[src/rtl/tia_audio_pkg.sv]
// Shared TIA audio types: AUDF value type, detector states, range limits.
// Imported by the divide-value detector and its edge-detect helper.
package tia_audio_pkg;

    localparam int TIA_AUDF_W   = 5;
    localparam int TIA_AUDF_MAX = 31;

    typedef logic [TIA_AUDF_W-1:0] audf_t;

    typedef enum logic [1:0] {
        SYNC,
        MEASURE,
        LOCKED,
        TIMEOUT
    } detect_state_e;

endpackage

[src/rtl/tia_edge_det.sv]
// Toggle detector for a clk-synchronous signal, with a priming cycle.
// Ports: clk, rst (sync, active-high), sig in, toggled out (combinational).
module tia_edge_det
    import tia_audio_pkg::*;
(
    input  logic clk,
    input  logic rst,
    input  logic sig,
    output logic toggled
);

    logic prev;
    logic primed;

    always_ff @(posedge clk) begin
        if (rst) begin
            prev   <= 1'b0;
            primed <= 1'b0;
        end else begin
            prev   <= sig;
            primed <= 1'b1;
        end
    end

    // prev is meaningless until it has sampled sig once after reset
    assign toggled = primed && (sig != prev);

endmodule

[src/rtl/tia_audf_detect.sv]
// Recovers AUDF from the divided audio clock by timing its half-period.
// Ports: clk, rst (sync, active-high), d_clk in; audf_est, est_valid,
// locked, changed (1-cycle pulse), timeout out (all registered).
module tia_audf_detect
    import tia_audio_pkg::*;
#(
    parameter int AUDF_W     = 5,
    parameter int MAX_HALF   = 32,
    parameter int LOCK_COUNT = 2
) (
    input  logic              clk,
    input  logic              rst,
    input  logic              d_clk,
    output logic [AUDF_W-1:0] audf_est,
    output logic              est_valid,
    output logic              locked,
    output logic              changed,
    output logic              timeout
);

    localparam int CW = AUDF_W + 1;
    localparam logic [CW-1:0] HALF_MAX = CW'(MAX_HALF);
    localparam logic [CW-1:0] SAT      = CW'(MAX_HALF + 1);
    localparam logic [2:0]    LC       = 3'(LOCK_COUNT);

    detect_state_e state;

    logic          toggled;
    logic [CW-1:0] cnt;
    logic [CW-1:0] last_h;
    logic [CW-1:0] h_m1;
    logic [2:0]    match;
    logic [2:0]    match_inc;
    logic          h_eq;
    logic          to_hit;

    tia_edge_det u_edge (
        .clk     (clk),
        .rst     (rst),
        .sig     (d_clk),
        .toggled (toggled)
    );

    assign h_m1      = cnt - CW'(1);
    assign h_eq      = (cnt == last_h);
    assign match_inc = match + 3'd1;
    // An edge on the cycle cnt would saturate is a valid H=MAX_HALF
    assign to_hit    = !toggled && (cnt == HALF_MAX);

    always_ff @(posedge clk) begin
        if (rst) begin
            cnt <= '0;
        end else if (toggled) begin
            cnt <= CW'(1);
        end else if (cnt != SAT) begin
            cnt <= cnt + CW'(1);
        end
    end

    always_ff @(posedge clk) begin
        if (rst) begin
            state     <= SYNC;
            audf_est  <= '0;
            est_valid <= 1'b0;
            locked    <= 1'b0;
            changed   <= 1'b0;
            timeout   <= 1'b0;
            last_h    <= '0;
            match     <= '0;
        end else begin
            changed <= 1'b0;
            unique case (state)
                SYNC: begin
                    // first interval is partial, so it is not measured
                    if (toggled) begin
                        state <= MEASURE;
                    end else if (to_hit) begin
                        state   <= TIMEOUT;
                        timeout <= 1'b1;
                    end
                end
                MEASURE: begin
                    if (toggled) begin
                        audf_est  <= h_m1[AUDF_W-1:0];
                        est_valid <= 1'b1;
                        last_h    <= cnt;
                        if (h_eq) begin
                            match <= match_inc;
                            if (match_inc == LC) begin
                                state  <= LOCKED;
                                locked <= 1'b1;
                            end
                        end else begin
                            match <= 3'd1;
                        end
                    end else if (to_hit) begin
                        state     <= TIMEOUT;
                        timeout   <= 1'b1;
                        est_valid <= 1'b0;
                    end
                end
                LOCKED: begin
                    if (toggled && !h_eq) begin
                        changed  <= 1'b1;
                        audf_est <= h_m1[AUDF_W-1:0];
                        last_h   <= cnt;
                        match    <= 3'd1;
                        locked   <= 1'b0;
                        state    <= MEASURE;
                    end else if (to_hit) begin
                        state     <= TIMEOUT;
                        timeout   <= 1'b1;
                        est_valid <= 1'b0;
                        locked    <= 1'b0;
                    end
                end
                TIMEOUT: begin
                    // audf_est keeps its last value for readback
                    if (toggled) begin
                        state   <= MEASURE;
                        match   <= '0;
                        timeout <= 1'b0;
                    end
                end
                default: begin
                    state <= SYNC;
                end
            endcase
        end
    end

endmodule

[config.mk]
export PLATFORM = sky130hd
export DESIGN_NAME = tia_audf_detect
export DESIGN_NICKNAME = d
export VERILOG_FILES = /design/src/rtl/tia_audio_pkg.sv /design/src/rtl/tia_edge_det.sv /design/src/rtl/tia_audf_detect.sv
export SDC_FILE = /design/constraint.sdc
export NUM_CORES = 1
export LEC_CHECK = 0
export CORE_MARGIN = 5
export CORE_UTILIZATION = 55
export DETAILED_ROUTE_END_ITERATION = 10
export GPL_TIMING_DRIVEN = 0
export PLACE_DENSITY = 0.76
export SLEW_MARGIN = 20
export SYNTH_ARGS = -nofsm -noshare
export SYNTH_HDL_FRONTEND = slang
export SYNTH_SLANG_ARGS = --single-unit
[constraint.sdc]
create_clock -name clk -period 4.52 [get_ports clk]
set_input_delay 1.356 -clock clk [delete_from_list [all_inputs] [get_ports clk]]
set_output_delay 1.356 -clock clk [all_outputs]
set_load 0.01 [all_outputs]
==> Word-level counts from Yosys, hierarchy flattened <==
Cells that the tools add are included.
{ "word_totals": {"word_cells": 90, "regBits": 28, "out_inout_bits": 9, "input_bits": 3} }
{ "op_classes": {"n_bitwise": 1, "add_sub_neg": 3, "n_mux": 38, "n_reduce_logical": 18, "n_eq_ne": 18} }
{ "ops": {"columns": ["operator", "count"], "rows": [
  ["2-to-1 mux 1 bit", 16],
  ["2-to-1 mux 2 bit", 7],
  ["inequality test 2 bit, second input constant", 7],
  ["2-to-1 mux 3 bit", 4],
  ["2-to-1 mux 6 bit", 2],
  ["case mux 6 bit (2 select lines)", 1],
  ["2-to-1 mux 5 bit", 2],
  ["case mux 5 bit (2 select lines)", 1],
  ["inequality test 3 bit, second input constant", 3],
  ["case mux 3 bit (3 select lines)", 1],
  ["AND reduction 3 bit", 3],
  ["case mux 2 bit (4 select lines)", 1],
  ["adder 6 x 1 -> 6 bit, second input constant", 1],
  ["== test 6 bit", 1],
  ["== test 6 bit, second input constant", 1],
  ["inequality test 6 bit, second input constant", 1],
  ["OR reduction 2 bit", 3],
  ["AND reduction 5 bit", 1],
  ["subtractor 5 x 1 -> 5 bit, second input constant", 1],
  ["== test 2 bit, second input constant", 2],
  ["case mux 1 bit (2 select lines)", 2],
  ["AND reduction 4 bit", 1],
  ["nonzero test 2 bit", 2],
  ["adder 3 x 1 -> 3 bit, second input constant", 1],
  ["10 further kinds", 13]
]} }

==> Logic depth before layout (Yosys ltp) <==
Gate-level depths: netlist (run 1).
{ "depth": {"ltp_word": 7, "ltp_mapped": 7} }

==> Modules after synthesis <==
Synthesis (run 1) repeated with hierarchy kept, for this count alone.
{ "hier_totals": {"hier_cells": 193, "area_unflattened_um2": 1631.6} }
{ "modules_own_cells": {"columns": ["module", "area_each_um2", "cells_per_inst", "instances"], "rows": [
  ["tia_audf_detect", 1566.5, 187, 1],
  ["tia_edge_det", 65.1, 6, 1]
]} }

==> Worst setup path after synthesis (run 1) <==
No wires, ideal clock.
{ "synth_path": {"kind": "input to register", "from": "input port d_clk", "to": "register last_h[2]", "path_slack_ps": 1943, "setup_ps": 128, "cell_stages": 6, "arrival_ps": 2450, "required_ps": 4392, "path_cell_list": "xor2_1 -> o211ai_1 -> a21oi_2 -> buf_6 -> mux2i_1 -> nor2_1"} }
{ "synth_between": {"elab_chain_cells": 5, "word_cells_on_any_way": 6, "classes_between": "3 x eq/ne; 3 x reduce/logical"} }
{ "synth_lines": {"columns": ["element", "line", "rtl"], "rows": [
  ["from (decl)", "tia_audf_detect.sv:13", "input logic d_clk,"],
  ["inequality test 1 bit *", "tia_edge_det.sv:26", "assign toggled = primed && (sig != prev);"],
  ["logical AND 1 bit *", "tia_edge_det.sv:26", null],
  ["logical AND 1 bit", "tia_audf_detect.sv:103", "if (toggled && !h_eq) begin"],
  ["inequality test 2 bit (no source line)", null, null],
  ["AND reduction 3 bit (no source line) *", null, null],
  ["to (signal assigned)", "tia_audf_detect.sv:86", "last_h <= cnt;"],
  ["to (signal assigned)", "tia_audf_detect.sv:106", "last_h <= cnt;"],
  ["to (decl)", "tia_audf_detect.sv:30", "logic [CW-1:0] last_h;"]
]} }
Mark *: on every way between the ends. The rest lies on a longest branch, timed or not.
A chain may end at the register's enable or synchronous reset.

==> Worst setup path after layout (run 1) <==
{ "layout_path": {"from": "input port d_clk", "to": "register last_h[3]"} }
Same word-level chain as after synthesis.

==> impl_metrics.yaml, run 1 <==
run_status:
  run_status: "finished clean"
logic_synthesis:
  synth_edf_count: 0
  syn_area_per_cell_um2: 9.047
  syn_inst: 165
  synth_seq_cells: 28
  synth_nets: 174
  yosys_warnings: 0
  async_reset_ff_share_pct: 0
  syn_area_um2: 1493
  ys.flop_type: "dfxtp_1"
  seq_area_frac_synth_pct: 37.55
  yosysUniqueCellTypes: 43
sta:
  max_slew.worst_pin.slew_ns: 0.7698
  max_freq_mhz: 338.9
  fin_skew_ns: 0.004303
  tns_ns: 0
  fin_crit_ns: 2.951
  finalHoldViolations: 0
  timing.final.crit_share_pct: 65.28
  setup-violations-final: 0
  maxSlewViolCount: 0
  maxSlewHeadroom_pct: 47.96
  rsz0062_at_grt: "false"
floorplan:
  fp.coreArea_um2: 2545
  start_util_pct: 58.65
  ioPinCount: 12
  die_w_um: 62.10
  die_h_um: 62.10
  num_rows: 18
  die_area_um2: 3856
final_layout:
  layout_common_cells: "dfxtp_1, nor2_1, clkdlybuf4s50_1"
  final_common_cell: "dfxtp_1"
  seq_area_um2: 560.5
  multi_input_area_um2: 843.3
  drive_gt1_share_pct: 12.85
  area_growth_pct: 11.40
  final_util_pct: 65.34
  nets: 190
  diodes: 0
  n_fill_cell: 212
  instances_no_fill: 209
place:
  gp_congestion: 0.9681
  placedCellCount: 206
  port_buffers: 11
  dp_hpwl_um: 2215
clock_network:
  htreeDepth: 1
  cts_inserted_buffers: 3
  cts_resized: 0
  postCtsHoldBufs: 0
  post_cts_buffers: 0
  cts_num_sinks: 28
  cts_root_buffer: "clkbuf_4"
  clk_pin_slew_ns: 0.14
  clock_latency_ns: 0.33
  tritoncts: "built"
  clockBufferDepth: 2
power_and_ir_drop:
  powerDensity_nw_per_um2: 268.5
  p_leak_nw: 0.6313
  max-vdd-ir-drop_uv: 168.0
grt:
  grt_max_degree: 15
  use_met2_pct: 27.22
  grt_overflow: 0
  antenna_found_initial: 0
  grt_pass1_vias: 1140
  grt_util_met1_pct: 25.60
  grtUsageMet3_pct: 4.132
  grtUsageTotal_pct: 18.32
  grt_pass1_wl_um: 5209
  grt_busiest_layer: "met2"
run:
  maxCapViolations: 0
setup_path:
  critPathBufInv: 2
  critPathTopFamily: "buffers and inverters"
  max_stage_delay_ns: 0.49
  cp-end-kind: "flop"
  worstSetupPathType: "in2reg"
  critPathLaunchType: "input port"
  crit_chain: "clkdlybuf4s50_1, xor2_1, o211ai_1, a21oi_2, buf_6, mux2i_1, nor2_1"
  critPathArrivalTime_ns: 3.18
  cp_data_required_time_ns: 4.75
  crit_fanout: 10
  slowest_stage: "clkdlybuf4s50_1"
worst_hold_path:
  hold_path_class: "reg2reg"
routing:
  ant_nets: 0
  vias: 1185
  via_per_inst: 5.670
  drt_iter0_drc: 43
  wl_um: 2992
  wl_per_cell_um: 14.32
  drc: 0
  dr.pass1.iters: 4
-- flip-flops by register name (all words and copies together), names as in the netlist --
signal	count
state	2
changed	1
audf_est	5
locked	1
u_edge.prev	1
match	3
u_edge.primed	1
cnt	6
est_valid	1
last_h	6
timeout	1
-- cells in the mapped netlist (all sizes together), types with 2 or more instances --
master  instances  area share [%]
mux2i           7             4.7
clkbuf          6             1.5
a21oi           7             2.6
buf             6             3.2
o21ai           8             2.9
nor3            7             2.3
o211ai          2             1.0
nand2b          3             1.3
nand2          10             2.7
ha              6             5.0
xnor2           5             2.9
nor2           20             5.7
xor2           10             5.9
dfxtp          28              38
inv             5             1.3
nand3           7             2.3
nor2b           2            0.84
nor4            2             1.8
and3            4             1.7
a211oi          4             3.4
and2            2            0.84
-- report_power, final --
part           switching (mW)  internal, mW
combinational          0.0481        0.0336
sequential            0.00665         0.254
clock                  0.0728        0.0314
-- per-stage QoR --
| stage | instance area (um2) | power, mW | setup WS, ns | hold slack [ns] |
|---|---|---|---|---|
| 4_1_cts | 1663 | 0.4487 | 1.590 | 0.4853 |
| 3_3_place_gp | 1640 | 0.3449 | 1.253 | 0.4571 |
| 5_1_grt | 1663 | 0.4718 | 1.446 | 0.5417 |
| 6_report | 1663 | 0.4465 | 1.569 | 0.4876 |
| 3_5_place_dp | 1640 | 0.3466 | 1.234 | 0.4632 |
| 2_1_floorplan | 1493 | 0.3253 | 1.943 | 0.4802 |
-- metal layers --
metal  part of all wire, %  routed length [um]
met5                     0                   0
met4                   1.9                  56
met3                   6.6                 196
met2                    43                1296
met1                    48                1443
-- layout make-up --
cell class	instances	area share, %
sequential	28	33.71
inverter	5	1.129
multi-input combinational	120	50.71
tap	30	2.257
buffer	12	4.214
clock buffer	3	1.354
timing repair buffer	11	6.622
-- worst min-delay path: cells and delay by family (launching register included) --
kind / cells / cell delay, ns
AOI/OAI and AO/OA: 1 / 0.05
and+or+nand+nor: 1 / 0.05
DFF: 1 / 0.35
-- cell families (layout without fill, tap and decap cells) --
group / after synthesis / count (layout) / synth area share, %
fa+ha+maj: 6 / 6 / 5.029
xor+xnor: 15 / 15 / 8.801
buf+inv: 17 / 31 / 5.951
simple gates: 61 / 61 / 21.54
mux: 7 / 7 / 4.694
flops: 28 / 28 / 37.55
compound gates: 31 / 31 / 16.43
-- worst paths after layout --
kind | from | end | slack [ns] | depth (start not counted)
max | d_clk | last_h[3] | 1.57 | 7
min | timeout | timeout | 0.49 | 2
max reg2reg | cnt[4] | state[1] | 2.61 | 5
min reg2reg | timeout | timeout | 0.49 | 2
Note: power is estimated with default switching activity, not from simulation.
==> run 2: changes to the inputs <==
Settings changed: CORE_UTILIZATION 55 to 51, PLACE_DENSITY 0.76 to 0.74.
Clock period 4.52 ns to 2.6 ns, I/O delays scaled along.
==> run 2 against run 1 <==
  * Wire length rose by 0.10%
  * Flip-flop and latch count is the same
  * Clock skew barely moved
  * Total power increased by 73%
  * Final cell count increased by 0.48%
  * Largest cell class unchanged
  * Highest routed layer unchanged
==> impl_metrics.yaml, run 2 (synthesized netlist as in run 1, its figures left out) <==
run_status:
  run_status: "finished clean"
routing:
  dr.pass1.iters: 4
  drt_iter0_drc: 43
  wl_um: 2995
  drc: 0
  via_per_inst: 5.710
  wl_per_cell_um: 14.26
  vias: 1199
  ant_nets: 0
sta:
  tns_ns: 0
  rsz0062_at_grt: "false"
  finalWorstSetupSlack_ns: 0.2293
  fin_skew_ns: 0.003919
  finalHoldViolations: 0
  max_slew.worst_pin.slew_ns: 0.7009
  timing.final.crit_share_pct: 91.18
  maxSlewHeadroom_pct: 52.62
  setup-violations-final: 0
  maxSlewViolCount: 0
  fin_crit_ns: 2.371
  max_freq_mhz: 421.8
grt:
  grt_max_degree: 15
  grtUsageTotal_pct: 16.04
  grt_pass1_wl_um: 5388
  grt_pass1_vias: 1154
  antenna_found_initial: 0
  grt_overflow: 0
setup_path:
  max_stage_delay_ns: 0.48
  cp-end-kind: "flop"
  rrSetupSlack_ns: 0.80
  crit_start: "d_clk"
  critPathLaunchType: "input port"
  worstSetupPathType: "in2reg"
  r2r_cells: 7
  critPathArrivalTime_ns: 2.59
  r2r-end: "last_h[2]"
  crit_end: "last_h[2]"
  cp_data_required_time_ns: 2.82
  slowest_stage: "clkdlybuf4s50_1"
  reg2reg_from: "cnt[0]"
  crit_fanout: 10
  crit_chain: "clkdlybuf4s50_1, xor2_1, o211ai_1, a21oi_2, buf_6, mux2i_1, nor2_1"
floorplan:
  die_h_um: 64.10
  start_util_pct: 53.67
  die_area_um2: 4109
  die_w_um: 64.10
  fp.coreArea_um2: 2781
  num_rows: 19
  ioPinCount: 12
clock_network:
  htreeDepth: 1
  postCtsHoldBufs: 0
  clockBufferDepth: 2
  clk_pin_slew_ns: 0.14
  cts_resized: 0
  tritoncts: "built"
  cts_num_sinks: 28
  cts_root_buffer: "clkbuf_4"
  cts_inserted_buffers: 3
  post_cts_buffers: 0
  clock_latency_ns: 0.33
run:
  maxCapViolations: 0
place:
  port_buffers: 11
  place_ws_ns: -0.1260
  dp_hpwl_um: 2210
  gp_congestion: 0.9221
power_and_ir_drop:
  total_power_uw: 771.5
  max-vdd-ir-drop_uv: 283.2
  p_leak_nw: 0.6313
  powerDensity_nw_per_um2: 463.6
final_layout:
  diodes: 0
  largestRegisters: "cnt (6), last_h (6), audf_est (5)"
  layout_common_cells: "dfxtp_1, nor2_1, clkdlybuf4s50_1"
  area_growth_pct: 11.48
  final_common_cell: "dfxtp_1"
  nets: 190
  drive_gt1_share_pct: 12.85
  final_util_pct: 59.83
worst_hold_path:
  hold_path_class: "reg2reg"
-- run 2: cell counts in the layout (fill, tap and decap cells not counted) --
No cell type changed its count.
-- run 2: metal layers --
layer,wire [um],global-route usage (%),vias up
li1,-,-,600
met1,1412,21.52,556
met2,1373,26.26,38
met3,161,2.452,5
met4,48,5.344,0
met5,0,0,-
-- run 2: how the worst min path moves through the flow --
stage,from,end,depth (start not counted)
3_5_place_dp,timeout,timeout,2
6_report,timeout,timeout,2
5_1_grt,timeout,timeout,2
3_3_place_gp,timeout,timeout,2
2_1_floorplan,match[2],match[2],2
4_1_cts,timeout,timeout,2
-- run 2: per-stage QoR --
stage	std cells	cell area (um2)	hold WS [ns]
6_report	210	1664	0.4817
5_1_grt	210	1664	0.5176
4_1_cts	210	1664	0.4866
3_5_place_dp	207	1642	0.4639
3_3_place_gp	207	1642	0.4580
2_1_floorplan	165	1493	0.4802
-- run 2: power breakdown --
group	leakage (nW)	switching [mW]	internal (mW)
combinational	0.390	0.0851	0.0585
clock	0.0138	0.121	0.0545
sequential	0.227	0.0112	0.441
-- run 2: critical path, delay by kind of cell --
kind                      cells  cell delay (ns)
AOI/OAI and AO/OA             2             0.51
xor gates and xnor gates      1             0.35
buffers and inverters         2             0.70
muxes                         1             0.19
and+or+nand+nor               1             0.05
-- run 2: final cells by class --
class                           count  area, um2
Tap cell                           31      38.79
Inverter                            5      18.77
Buffer                             12      70.07
Sequential cell                    28      560.5
Fill cell                         247       1117
Clock buffer                        3      22.52
Multi-Input combinational cell    120      843.3
Timing Repair Buffer               11      110.1
==> run 3: changes to the inputs <==
Settings changed: CORE_UTILIZATION 51 to 25, PLACE_DENSITY 0.74 to not set.
==> run 3 against run 2 <==
  * Maximum frequency down 2.2%
  * Core utilization down 30 points
  * Combinational power about the same
  * Flip-flop and latch count unchanged
  * Global-route usage down 7.6 points
  * Worst hold slack better by 0.0057 ns
  * First-iteration DRC count up 100%
  * Critical path type unchanged
  * Critical endpoint is now last_h[3]
  * Largest power group unchanged
  * Highest routed layer unchanged
==> impl_metrics.yaml, run 3 (synthesized netlist as in run 1, its figures left out) <==
clock_network:
  cts_inserted_buffers: 3
  post_cts_buffers: 0
  tritoncts: "built"
  htreeDepth: 1
  postCtsHoldBufs: 0
  clockBufferDepth: 2
  cts_num_sinks: 28
  cts_resized: 0
  clk_pin_slew_ns: 0.10
  clock_latency_ns: 0.28
  cts_root_buffer: "clkbuf_8"
setup_path:
  r2r-end: "cnt[0]"
  worstSetupPathType: "in2reg"
  r2r_cells: 5
  critPathArrivalTime_ns: 2.59
  rrSetupSlack_ns: 0.80
  crit_fanout: 10
  cp_data_required_time_ns: 2.76
  cp-end-kind: "flop"
  critPathLaunchType: "input port"
  reg2reg_from: "cnt[4]"
grt:
  grt_overflow: 0
  grt_max_degree: 17
  use_met2_pct: 13.36
  grt_pass1_vias: 1090
  grtUsageTotal_pct: 8.445
  grtUsageMet3_pct: 0.9461
  grt_util_met1_pct: 11.66
  antenna_found_initial: 0
  grt_pass1_wl_um: 5216
  grt_busiest_layer: "met2"
power_and_ir_drop:
  powerDensity_nw_per_um2: 531.2
  p_leak_nw: 0.6532
  max-vdd-ir-drop_uv: 188.1
floorplan:
  start_util_pct: 25.51
  die_w_um: 87.27
  num_rows: 28
  fp.coreArea_um2: 5851
  ioPinCount: 12
  die_area_um2: 7616
  die_h_um: 87.27
routing:
  wl_per_cell_um: 11.76
  drc: 0
  ant_nets: 0
  dr.pass1.iters: 4
  via_per_inst: 4.525
  drt_iter0_drc: 86
  wl_um: 2998
  vias: 1154
worst_hold_path:
  hold_end: "timeout"
  hp-start: "timeout"
  hold_path_class: "reg2reg"
  worst_hold_path.num_cells: 2
final_layout:
  nets: 190
  final_common_cell: "dfxtp_1"
  diodes: 0
  multi_input_area_um2: 843.3
  drive_gt1_share_pct: 13.33
  largestRegisters: "cnt (6), last_h (6), audf_est (5)"
  seq_area_um2: 560.5
  design_area_um2: 1768
  area_growth_pct: 18.44
  layout_common_cells: "dfxtp_1, nor2_1, clkdlybuf4s50_1"
  n_fill_cell: 601
sta:
  maxSlewHeadroom_pct: 47.58
  max_slew.worst_pin.slew_ns: 0.7754
  finalHoldViolations: 0
  rsz0062_at_grt: "false"
  max_freq_mhz: 412.4
  timing.final.crit_share_pct: 93.27
  fin_skew_ns: 0.003219
  setup-violations-final: 0
  tns_ns: 0
  maxSlewViolCount: 0
  fin_crit_ns: 2.425
run_status:
  run_status: "finished clean"
place:
  placed_cell_area_um2: 1697
  port_buffers: 11
  dp_hpwl_um: 2221
  gp_congestion: 0.8498
run:
  maxCapViolations: 0
-- run 3: changes by cell type in the layout (fill, tap and decap cells not counted) --
cell,previous run,this run
bufinv_16,0,1
clkbuf_4,3,0
clkbuf_8,0,3
-- run 3: stage by stage --
step	std cells	utilization, %	hold slack (ns)	setup slack (ns)	total power, mW
2_1_floorplan	165	-	0.4802	0.5987	0.5654
3_3_place_gp	251	29.00	0.4698	-0.1279	0.6035
3_5_place_dp	251	29.00	0.4679	-0.1166	0.6042
4_1_cts	255	30.22	0.4877	0.1699	0.9466
5_1_grt	255	30.22	0.5202	0.08431	0.9869
6_report	255	30.22	0.4874	0.1749	0.9392
-- run 3: final cells by class --
type | instances | area share, %
multi-input cells | 120 | 47.70
inverters | 5 | 1.062
plain buffers | 12 | 3.963
flip-flops and latches | 28 | 31.71
clock inverters | 1 | 1.699
well taps | 75 | 5.308
repair buffers | 11 | 6.228
clock buffers | 3 | 2.335
-- run 3: worst max-delay path by stage --
stage | slack, ns | endpoint | from | depth (start not counted)
after floorplan | 0.60 | last_h[2] | d_clk | 6
after global placement | -0.13 | last_h[3] | d_clk | 7
after detailed placement | -0.12 | last_h[3] | d_clk | 7
after CTS | 0.17 | last_h[3] | d_clk | 7
after global routing | 0.08 | last_h[2] | d_clk | 7
final | 0.17 | last_h[3] | d_clk | 7
-- run 3: metal layers --
| layer | wire [um] | vias up |
|---|---|---|
| li1 | - | 602 |
| met1 | 1483 | 528 |
| met2 | 1370 | 20 |
| met3 | 100 | 4 |
| met4 | 44 | 0 |
| met5 | 0 | - |
-- run 3: critical path, cell delays in order --
cell	delay, ns
clkdlybuf4s50_1	0.49
xor2_1	0.36
o211ai_1	0.17
a21oi_2	0.32
buf_6	0.22
mux2i_1	0.19
nor2_1	0.05
-- run 3: where the power goes --
part | internal, mW | switching, mW
clock | 0.206 | 0.138
sequential | 0.441 | 0.0116
combinational | 0.0585 | 0.0838
==> RTL change 1: new RTL, flow settings as in run 3 <==
The parameter `AUDF_W` goes from 5 to 10.
--- a/src/rtl/tia_audf_detect.sv
+++ b/src/rtl/tia_audf_detect.sv
@@ -4,7 +4,7 @@
 module tia_audf_detect
     import tia_audio_pkg::*;
 #(
-    parameter int AUDF_W     = 5,
+    parameter int AUDF_W     = 10,
     parameter int MAX_HALF   = 32,
     parameter int LOCK_COUNT = 2
 ) (
Ports: changed (resized audf_est); port bits go from 12 to 17. The function was not compared with the original's and may differ.
==> RTL change 1 against run 3 <==
Power increased by 53%. Critical path depth unchanged. Area after synthesis increased by 70%. Synthesized cell count increased by 70%. Worst setup slack improved by 0.0094 ns. Final area increased by 67%. Sequential power increased by 55%. Wire length increased by 110%. Highest routed layer unchanged. Sequential cell count increased by 15.
==> RTL change 1: results (changes against run 3) <==
[cts]
clock_path_buffers = 2  ; unchanged
insertion_delay_ns = 0.30  ; +0.02 ns
clk_pin_slew_worst_paths_ns = 0.09
cts_root_buf = clkbuf_8
cts_buffers = 5  ; +2
htree_levels = 2  ; +1

[grt]
met1_usage = 0.135  ; +0.0186
met2_usage = 0.171  ; +0.0376
first_global_vias = 2065  ; +89%
grt_start_max_net_pins = 14  ; -3
grt.total_usage = 0.103  ; +0.0186
grt_pass1_wl_um = 10600  ; +100%
grt_util_met3 = 0.0131  ; +0.00364

[critical_path]
r2r_slack_ns = 0.65  ; -0.15 ns
crit_slowest_cell = clkdlybuf4s50_1
crit_fanout = 10  ; unchanged
cp.arrival_ns = 2.63  ; +0.04 ns
crit_family = buffers and inverters
slowest_delay_ns = 0.53  ; +0.04 ns

[logic_synthesis]
postSynthCellCount = 281  ; +70%
synth.distinct_cells = 54  ; +26%
synth_common_cells = 43 x dfxtp_1, 29 x nor2_1, 24 x a21oi_1
synth_nets = 290  ; +67%
yosys_warnings = 0  ; unchanged
ys_top_cells_by_area = dfxtp_1 34%, xnor2_1 5.2%, a21oi_1 4.7%
seq_area_frac_synth = 0.339  ; -0.0364
synthArstFlopShare = 0  ; unchanged

[placement]
place_congestion = 0.813  ; -4.3%
hpwlAfterDp_um = 4590  ; +110%
portBuffers = 16  ; +5
placed_area_um2 = 2870  ; +69%
dp_slack_ns = -0.299  ; -0.182 ns

[cells_and_area]
final_layout_size_suffix_gt1_frac = 0.144  ; +0.0109
antenna_cells = 0  ; unchanged
nFillCells = 1102  ; +83%
fin_nets = 313  ; +65%
reg_top3 = cnt (11), last_h (11), audf_est (10)

[timing]
min_period_over_period = 0.929  ; -0.00362
clock_skew_ns = 0.0107  ; +0.00751 ns
tightest_slew_ns = 0.533  ; -0.243 ns

[outcome]
status = completed

[route]
drt_iter0_drc = 117  ; +36%
dr.pass1.iters = 4  ; unchanged
vias = 2156  ; +87%
wl_per_cell_um = 14.4  ; +23%

[pwr]
intPower_uw = 984  ; +39%
vdd_ir_drop_max_uv = 166  ; -12%
p_leak_nw = 0.984  ; +51%

[min_path]
hold_path.class = reg2reg

[RTL change 1: cell count changes in the layout (fill, tap and decap cells not counted), sizes merged, moves of 6 or more]
cell | before | now
a21oi | 7 | 24
xnor2 | 5 | 22
dfxtp | 28 | 43
nand3 | 7 | 20
o2bb2ai | 0 | 10
nor2 | 20 | 29
buf | 6 | 13
o221a | 0 | 6
[RTL change 1: timing repair]
action / 4_1_cts / 5_1_grt
resized for setup: 0 / 4
hold buffers: 0 / 0
endpoints found under the setup margin: 0 / 11
[RTL change 1: per-stage QoR]
stage | std cells | hold slack (ns) | setup TNS, ns
detailed placement | 430 | 0.457 | -3.46
global route | 438 | 0.489 | 0
global placement | 430 | 0.458 | -2.77
finish | 438 | 0.473 | 0
floorplan | 281 | 0.467 | 0
CTS | 438 | 0.477 | 0
[RTL change 1: area by class of cell]
type / instances / area (um^2) / share of cell area
buffer: 20 / 135 / 0.0456
clock buffer: 6 / 72.6 / 0.0245
clock inverter: 2 / 12.5 / 0.00423
inverter: 10 / 37.5 / 0.0127
multi-input combinational: 208 / 1520 / 0.512
sequential: 43 / 861 / 0.291
tap: 133 / 166 / 0.0562
timing repair buffer: 16 / 160 / 0.0541
[RTL change 1: power by group through the flow]
stage	clock, mW	sequential [mW]	combinational [mW]
floorplan	0	0.713	0.214
global placement	0	0.714	0.286
detailed placement	0	0.714	0.289
CTS	0.446	0.699	0.290
global route	0.477	0.703	0.323
finish	0.442	0.699	0.292
[RTL change 1: routing by layer]
layer	vias up	part of all wire
li1	1058	-
met1	1050	0.47
met2	40	0.49
met3	8	0.029
met4	0	0.015
met5	-	0
[RTL change 1: final timing paths]
kind                             start   endpoint  cells past startpoint
worst min-delay path            locked     locked                      2
worst max-delay path             d_clk     locked                      7
worst min register to register  locked     locked                      2
worst max register to register  cnt[0]  last_h[9]                      6
[RTL change 1: cell families after synthesis]
family          Yosys count  share of synthesized area
flops                    43                      0.339
buf+inv                  30                     0.0675
xor+xnor                 31                      0.128
fa+ha+maj                 6                     0.0296
mux                       3                     0.0123
compound gates           72                      0.210
simple gates             96                      0.214
[RTL change 1: worst reg2reg max path, cell delays in order (launching register included)]
cell,delay [ns]
dfxtp_1,0.39
buf_6,0.18
xnor2_2,0.15
nand4_4,0.18
o31ai_4,0.48
nand2_4,0.19
o221a_1,0.27
==> RTL change 2: new RTL, config.mk and constraints of run 3 <==
Made on the original files. The 4 states of `detect_state_e` get a one-hot encoding in 4 bits.
--- a/src/rtl/tia_audio_pkg.sv
+++ b/src/rtl/tia_audio_pkg.sv
@@ -7,11 +7,11 @@
 
     typedef logic [TIA_AUDF_W-1:0] audf_t;
 
-    typedef enum logic [1:0] {
-        SYNC,
-        MEASURE,
-        LOCKED,
-        TIMEOUT
+    typedef enum logic [3:0] {
+        SYNC    = 4'b0001,
+        MEASURE = 4'b0010,
+        LOCKED  = 4'b0100,
+        TIMEOUT = 4'b1000
     } detect_state_e;
 
 endpackage
Behaviour: no difference found for any inputs over 10 cycles, from zero or initial values and one cycle with rst high; not proved beyond that.
==> RTL change 2 against run 3 <==
Critical endpoint is now state[1]. Die area grew 20%. Wire length grew 33%. Sequential cell count grew 2. Power grew 12%. Cell count grew 22%. Worst setup slack gained 0.13 ns. Area after synthesis grew 23%. Final area grew 21%. Largest power group unchanged.
==> RTL change 2: results (changes against run 3) <==
[outcome]
status = completed

[placement]
place_congestion = 0.782  ; -8.0%
dp_cells = 304  ; +21%
portBuffers = 10  ; -1
dp_slack_ns = 0.00324  ; +0.120 ns

[cells_and_area]
nFillCells = 756  ; +26%
fin_nets = 221  ; +16%
final_layout_size_suffix_gt1_frac = 0.178  ; +0.0451

[timing]
clock_skew_ns = 0.00507  ; +0.00185 ns
holdWs_ns = 0.457  ; -0.0301 ns

[route]
wl_met3_um = 148  ; +48%
drt_iter0_drc = 78  ; -9.3%
dr.pass1.iters = 5  ; +1
routed_via_density = 4.62  ; +2.1%

[pwr]
vdd_ir_drop_max_uv = 242  ; +28%
swShare = 0.277  ; +0.0286
comb_power_uw = 178  ; +25%
pwr-share-clk = 0.365  ; -0.002
power_density_nw_per_um2 = 490  ; -7.8%

[grt]
grt_pass1_wl_um = 6890  ; +32%
met2_usage = 0.167  ; +0.0332
grt_util_met3 = 0.0292  ; +0.0197
grt_start_max_net_pins = 11  ; -6
first_global_vias = 1457  ; +34%

[logic_synthesis]
postSynthAreaPerCell_um2 = 9.38  ; +3.7%
ys_top_cells_by_area = dfxtp_1 33%, mux2i_1 4.9%, ha_1 4.1%
synth_compound_area_frac = 0.172  ; +0.00739
synth_common_cells = 30 x dfxtp_1, 18 x nand2_1, 16 x nor2_1
synth_xor_area_frac = 0.102  ; +0.0139

[critical_path]
crit_family = compound AO/OA/AOI/OAI gates
crit_fanout = 6  ; -4
cp-endpoint = state[1]
cp.arrival_ns = 2.53  ; -0.06 ns
worst_r2r_startpoint = cnt[0]
r2r_slack_ns = 0.78  ; -0.02 ns

[cts]
clk_pin_slew_worst_paths_ns = 0.06  ; -0.04 ns

[min_path]
whs_endpoint = audf_est[3]

==> RTL change 2: cell count changes after synthesis, moves of 4 or more <==
cell | run 3 | this run
o21ai_0 | 6 | 2
nand2_1 | 9 | 18
a211oi_1 | 0 | 4
nor2b_1 | 2 | 8
nor2_2 | 4 | 0
xnor2_2 | 0 | 4
==> RTL change 2: logic make-up (layout without fill, tap and decap cells) <==
| group | Yosys count | count (layout) |
|---|---|---|
| buffers and inverters | 20 | 38 |
| and+or+nand+nor | 74 | 74 |
| muxes | 10 | 10 |
| xor gates and xnor gates | 17 | 17 |
| DFF | 30 | 30 |
| AOI/OAI and AO/OA | 38 | 38 |
| adders and majority gates | 6 | 6 |
==> RTL change 2: area by class of cell <==
type                       count  area [um^2]  area share
tap                           99          124      0.0578
buffer                        13         78.8      0.0368
clock buffer                   7         86.3      0.0403
multi-input combinational    145         1120       0.524
clock inverter                 1         5.00     0.00233
sequential                    30          601       0.280
timing repair buffer          10          100      0.0467
inverter                       7         26.3      0.0123
